**config.mk**
```make
export PLATFORM = sky130hd
export DESIGN_NAME = mem_master
export DESIGN_NICKNAME = d
export VERILOG_FILES = /design/src/rtl/mem_master.sv
export SDC_FILE = /design/constraint.sdc
export NUM_CORES = 1
export LEC_CHECK = 0
export CAP_MARGIN = 20
export CORE_ASPECT_RATIO = 0.6
export CORE_MARGIN = 8
export CORE_UTILIZATION = 30
export CTS_BUF_LIST = sky130_fd_sc_hd__clkbuf_4
export DETAILED_ROUTE_END_ITERATION = 12
export PLACE_DENSITY = 0.7
export SLEW_MARGIN = 20
export SYNTH_ARGS = -nofsm -noshare
export SYNTH_HDL_FRONTEND = slang
export SYNTH_SLANG_ARGS = --single-unit
```
**constraint.sdc**
```tcl
create_clock -name clk -period 2.15 [get_ports clk]
set_input_delay 0.43 -clock clk [delete_from_list [all_inputs] [get_ports clk]]
set_output_delay 0.43 -clock clk [all_outputs]
set_load 0.03 [all_outputs]
```
**src/rtl/mem_master.sv**
```systemverilog
// rtl/mem_master.sv - single-beat read/write access controller for the word-addressed memory
// Optional MEM_MASTER_RANGE_CHECK_EN: also reject addresses outside BASE_ADDR .. BASE_ADDR+4*WORDS-1.
module mem_master #(
  parameter logic [31:0] BASE_ADDR = 32'h00400000,
  parameter int          WORDS     = 64,
  parameter int          RD_LAT    = 1
) (
  input  logic        clk,
  input  logic        rst_n,
  input  logic        req_valid,
  output logic        req_ready,
  input  logic        req_we,
  input  logic [31:0] req_addr,
  input  logic [31:0] req_wdata,
  output logic        resp_valid,
  output logic [31:0] resp_data,
  output logic        resp_err,
  output logic [31:0] dir,
  output logic [31:0] data_input,
  output logic        mem_rd,
  output logic        mem_wd,
  input  logic [31:0] data_output
);

  typedef enum logic [1:0] {IDLE, RD, WR, RESP} state_t;

  localparam logic [2:0] LAST_CNT = 3'(RD_LAT - 1);

  state_t      r_state;
  logic [2:0]  r_cnt;
  logic [31:0] r_dir;
  logic [31:0] r_data_input;
  logic        r_mem_rd;
  logic        r_mem_wd;
  logic        r_resp_valid;
  logic [31:0] r_resp_data;
  logic        r_resp_err;
  logic        w_accept;
  logic        w_err;

  // Ready is forced low while reset is asserted even though the state already reads IDLE.
  assign req_ready = (r_state == IDLE) && rst_n;
  assign w_accept  = req_valid && req_ready;

`ifdef MEM_MASTER_RANGE_CHECK_EN
  localparam logic [32:0] LIMIT = {1'b0, BASE_ADDR} + (33'(WORDS) * 33'd4);

  always_comb begin
    w_err = (req_addr[1:0] != 2'b00) || (req_addr < BASE_ADDR) ||
            ({1'b0, req_addr} >= LIMIT);
  end
`else
  always_comb begin
    w_err = (req_addr[1:0] != 2'b00);
  end
`endif

  always_ff @(posedge clk or negedge rst_n) begin
    if (!rst_n) begin
      r_state      <= IDLE;
      r_cnt        <= 3'd0;
      r_dir        <= BASE_ADDR;
      r_data_input <= 32'd0;
      r_mem_rd     <= 1'b0;
      r_mem_wd     <= 1'b0;
      r_resp_valid <= 1'b0;
      r_resp_data  <= 32'd0;
      r_resp_err   <= 1'b0;
    end else begin
      case (r_state)
        IDLE: begin
          if (w_accept) begin
            // Rejected requests skip the memory entirely and leave dir/data_input untouched.
            if (w_err) begin
              r_state      <= RESP;
              r_resp_valid <= 1'b1;
              r_resp_err   <= 1'b1;
              r_resp_data  <= 32'd0;
            end else if (req_we) begin
              r_state      <= WR;
              r_dir        <= req_addr;
              r_data_input <= req_wdata;
              r_mem_wd     <= 1'b1;
            end else begin
              r_state  <= RD;
              r_dir    <= req_addr;
              r_mem_rd <= 1'b1;
              r_cnt    <= 3'd0;
            end
          end
        end
        RD: begin
          if (r_cnt == LAST_CNT) begin
            r_state      <= RESP;
            r_mem_rd     <= 1'b0;
            r_resp_valid <= 1'b1;
            r_resp_err   <= 1'b0;
            r_resp_data  <= data_output;
          end else begin
            r_cnt <= r_cnt + 3'd1;
          end
        end
        WR: begin
          r_state      <= RESP;
          r_mem_wd     <= 1'b0;
          r_resp_valid <= 1'b1;
          r_resp_err   <= 1'b0;
          r_resp_data  <= 32'd0;
        end
        RESP: begin
          r_state      <= IDLE;
          r_resp_valid <= 1'b0;
        end
        default: r_state <= IDLE;
      endcase
    end
  end

  assign dir        = r_dir;
  assign data_input = r_data_input;
  assign mem_rd     = r_mem_rd;
  assign mem_wd     = r_mem_wd;
  assign resp_valid = r_resp_valid;
  assign resp_data  = r_resp_data;
  assign resp_err   = r_resp_err;

endmodule

```
# --- Word-level counts from Yosys, hierarchy flattened ---
# Cells that the tools add are included.
op_classes:
  add_sub_neg: 1
  muxes: 28
  bitwise: 1
  n_eq_ne: 10
  reduce_logical: 16
op_table:
  columns: ["op", "count"]
  rows:
  - ["$mux W32", 3]
  - ["$pmux W32 S3", 1]
  - ["$ne A2 B2 Y1 const B", 7]
  - ["$mux W3", 4]
  - ["$reduce_and A4 Y1", 3]
  - ["$mux W1", 10]
  - ["$reduce_and A5 Y1", 2]
  - ["$mux W2", 4]
  - ["$pmux W2 S4", 1]
  - ["$pmux W3 S2", 1]
  - ["$reduce_and A3 Y1", 2]
  - ["$reduce_bool A2 Y1", 3]
  - ["$eq A2 B2 Y1 const B", 2]
  - ["$pmux W1 S2", 2]
  - ["$pmux W1 S4", 1]
  - ["$add A3 B1 Y3 const B", 1]
  - ["$logic_not A3 Y1", 1]
  - ["$pmux W1 S3", 1]
  - ["$reduce_bool A3 Y1", 1]
  - ["$eq A2 B1 Y1 const B", 1]
  - ["$logic_and A1 B1 Y1", 2]
  - ["$logic_not A2 Y1", 1]
  - ["$reduce_and A2 Y1", 1]
  - ["$not A1 Y1", 1]
totals:
  ff_bits: 105
  input_bits: 100

# --- Depth between registers and ports, before layout ---
logic_depth:
  ltp_word: 5
  ltp_mapped: 9

# --- Least setup slack after synthesis ---
# Ideal clock, no wire load.
synth_timing:
  path_kind: "flip-flop to flip-flop"
  startpoint: "register r_state[0]"
  endpoint: "register r_data_input[10], in the netlist data_input[10]"
  period_less_slack_ps: 2011
  setup_ps: 125
  t_arrival_ps: 1886
  path_stages_with_launch: 9
  required_time_ps: 2025
  path_slack_ps: 139
  path_cell_list: "dfrtp_1 -> inv_1 -> ha_1 -> buf_6 -> inv_4 -> or3_4 -> nor2_8 -> buf_8 -> mux2_2"
synth_via:
  elab_chain_len: 4
synth_lines:
  columns: ["item", "line", "text"]
  rows:
  - ["start, declared", "29", "state_t r_state;"]
  - ["start signal, assigned", "60", "r_state <= IDLE;"]
  - ["start signal, assigned", "75", "r_state <= RESP;"]
  - ["start signal, assigned", "80", "r_state <= WR;"]
  - ["$logic_not A2 Y1 (*)", "42, 70", null]
  - ["$logic_and A1 B1 Y1", "42", "assign req_ready = (r_state == IDLE) && rst_n;"]
  - ["$logic_and A1 B1 Y1", "43", "assign w_accept = req_valid && req_ready;"]
  - ["$reduce_and A4 Y1 (no line) (*)", null, null]
  - ["end signal, assigned", "82", "r_data_input <= req_wdata;"]
  - ["end, declared", "32", "logic [31:0] r_data_input;"]
# Every way passes the cells marked *; elsewhere a longest branch is shown, timed or not.
# A chain may end at the register's enable or synchronous reset.

# --- Worst setup path after layout ---
layout_timing:
  startpoint: "register r_state[0]"
  endpoint: "register r_dir[15], in the netlist dir[15]"
layout_via:
  elab_chain_len: 4
layout_lines:
  columns: ["item", "line", "text"]
  rows:
  - ["$logic_not A2 Y1 (*)", "42, 70", null]
  - ["$logic_and A1 B1 Y1", "42", null]
  - ["$logic_and A1 B1 Y1", "43", null]
  - ["$reduce_and A3 Y1 (no line) (*)", null, null]
  - ["end signal, assigned", "81", "r_dir <= req_addr;"]
  - ["end signal, assigned", "86", "r_dir <= req_addr;"]
  - ["end, declared", "31", "logic [31:0] r_dir;"]
# Marks and branches as above.

==> impl_metrics.csv <==
group,metric,value,unit
worst_setup_path,cp.required,2.48,ns
yosys,synth_top_family_by_area,"multiplexers",
route,first_iter_violations,192,
power_and_ir_drop,p_comb_frac,0.573,
min_path,hold_path_class,"input pin to asynchronous set/reset pin",
worst_setup_path,startpoint_type,"register",
grt,grt_usage,0.128,
yosys,post_synth_mux_area_share,0.167,
yosys,synth.top_cell.area_share,0.597,
yosys,synthArstFlopShare,1.00,
timing,slew_violations,0,
run_status,status,"finished, final reports clean",
placed_design,portBuffers,200,
yosys,synthCells,343,
timing,clock_skew,0.0217,ns
worst_setup_path,worst-path-max-fanout,32,
grt,antenna_found_initial,1,
floorplan,num_rows,34,
yosys,synth.net_count,450,
cells_and_area,final_common_cell,"clkdlybuf4s50_1",
power_and_ir_drop,seqPwrFrac,0.336,
yosys,synth_area_leader_cell,"dfrtp_1",
floorplan,core,0.0143,mm2
flow_run,drv_cap,0,
placed_design,gp_congestion,0.802,
yosys,synth_seq_cells,105,
clocking,htreeDepth,3,
yosys,synth.avg_cell_area,12.7,um2
yosys,synth_compound_area_frac,0.0695,
cells_and_area,final_nets,660,
clocking,cts_hold_buf,0,
route,vias_per_cell,4.35,
grt,grt_overflow,0,
grt,grt_max_degree,68,
worst_setup_path,crit_type,"register to register",
timing,fin_setup_tns,0,ns
power_and_ir_drop,p_clk_frac,0.092,
timing,slew_headroom,0.431,
power_and_ir_drop,swShare,0.440,
yosys,ys_warn_count,0,
yosys,synth_xor_area_frac,0,
power_and_ir_drop,finalPower,9.82,mW
power_and_ir_drop,powerDensity,1460,mW/mm2
grt,first_global_vias,3551,
clocking,cts_made_buffers,9,
timing,setup_viol,0,
route,routed_wirelength,12300,um
yosys,synthFlopType,"dfrtp_1",
yosys,synth_cell_type_count,41,
timing,fin_crit_sh,0.968,
yosys,yosysSeqAreaShare,0.603,
floorplan,ios,201,
floorplan,initial_core_util,0.304,
route,num_vias,3293,
worst_setup_path,timing.rr.start,"r_state[0]",
cells_and_area,fillers,1319,
timing,fmax,0.481,GHz
worst_setup_path,worstPathArrival,2.41,ns
cells_and_area,area_delta_synth_final,54.7,%
placed_design,dp_hpwl,9600,um
yosys,synthSimpleGateAreaFrac,0.0953,
cells_and_area,drive_gt1_frac,0.179,
route,ant_nets,0,
power_and_ir_drop,total_leakage_power,2.93,nW
clocking,cts_tree,"yes",
worst_setup_path,crit_start,"r_state[0]",
cells_and_area,layout_common_cells,"clkdlybuf4s50_1 (197), dfrtp_1 (104), nand2_1 (71)",
timing,hold_violations,0,
power_and_ir_drop,p_switching,4.32,mW
yosys,synth_fa_ha_area_frac,0.0201,
timing,min_period,2.08,ns
clocking,cts_root_buf,"clkbuf_4",
floorplan,die-area,0.0188,mm2
timing,worstMarginPinSlew,0.854,ns
clocking,path_clk_slew,0.15,ns
yosys,synthTopCellsByArea,"dfrtp_1 (60%), mux2_2 (14%), nand2_1 (6.1%)",
worst_setup_path,cp-end-kind,"register",
route,drc,0,
route,detail_route.wl_per_cell,16.2,um
clocking,cts_setup_buffers,0,
floorplan,die_y,109,um
floorplan,die_x,172,um
power_and_ir_drop,peakVddDrop,0.591,mV
yosys,netlist_area,0.00436,mm2
grt,grt_pass1_wl,19100,um
clocking,numClockSinks,105,
clocking,clk_latency,0.43,ns
yosys,synth_edf_count,0,
route,drtPass1Iterations,4,
clocking,clock_path_buffers,2,
power_and_ir_drop,p_int,5.50,mW
[registers in the layout, indices dropped and copies added, names as in the netlist]
name and flops:
data_input 32, dir 32, resp_data 32, r_cnt 3
r_state 2, mem_rd 1, mem_wd 1, resp_err 1
resp_valid 1
[timing repair]
item,in CTS,in global routing
resized for setup,1,2
pin swaps,0,0
setup endpoints to repair,1,57
[critical path, stage by stage, from the launching register on]
cell	delay (ns)
dfrtp_1	0.41
inv_1	0.15
ha_4	0.19
inv_4	0.05
or3_4	0.46
nor2_8	0.14
buf_12	0.20
mux2_2	0.36
[final timing paths]
kind,endpoint,depth (start not counted),slack [ns]
worst max-delay path,dir[15],7,0.07
worst min-delay path,r_state[0],2,0.07
worst max register to register,dir[15],7,0.07
worst min register to register,resp_data[0],2,0.50
max in group asynchronous,resp_data[28],2,1.35
min in group clk,resp_data[0],2,0.50
[layer usage]
metal	vias to the layer above	part of all wire	wire, um	global-route usage
li1	1583	-	-	-
met5	-	0	0	0
met1	1592	0.45	5520	0.161
met3	4	0.076	926	0.0420
met2	114	0.47	5740	0.211
met4	0	0.0066	81	0.0334
[synthesized netlist by cell type, types with 2 or more instances]
cell / count
dfrtp_1: 104
nand2_1: 71
mux2_2: 56
o21ai_0: 34
ha_1: 7
inv_1: 7
buf_8: 6
clkbuf_1: 6
mux2_1: 6
nor2b_1: 4
o21ai_1: 4
buf_2: 3
buf_6: 3
mux2i_1: 3
nor2_1: 2
nor2_8: 2
[cell families after synthesis]
| logic type | after synthesis |
|---|---|
| flip-flops | 105 |
| AND/OR/NAND/NOR | 88 |
| multiplexers | 65 |
| AO/OA/AOI/OAI | 52 |
| buffers and inverters | 26 |
| adder cells (fa/ha/maj) | 7 |
[final cells by class]
cell class | count | area (um2) | share of cell area
sequential | 105 | 2630 | 0.390
timing repair buffer | 217 | 2160 | 0.321
multi-input combinational | 212 | 1550 | 0.230
tap | 198 | 248 | 0.0368
clock buffer | 10 | 75.1 | 0.0111
clock inverter | 6 | 42.5 | 0.00631
inverter | 8 | 32.5 | 0.00483
antenna | 1 | 2.50 | 0.000371
[power by group through the flow]
stage               logic [mW]  registers, mW  clock network, mW
CTS                       5.68           3.31              0.975
global placement          5.54           3.33                  0
floorplan                 1.58           4.97                  0
detailed placement        5.67           3.35                  0
global route              6.00           3.41               1.06
finish                    5.62           3.30              0.902
[per-stage QoR]
step,area [um2],util,cells,setup WS (ns),hold WS [ns]
2_1_floorplan,4360,-,343,0.139,0.134
3_3_place_gp,6610,0.461,740,-0.00215,0.462
3_5_place_dp,6610,0.461,740,-0.0247,0.473
4_1_cts,6720,0.469,756,0.00941,0.0378
5_1_grt,6740,0.470,757,-0.00168,0.0497
6_report,6740,0.470,757,0.0696,0.0657
(Power assumes the default switching activity.)
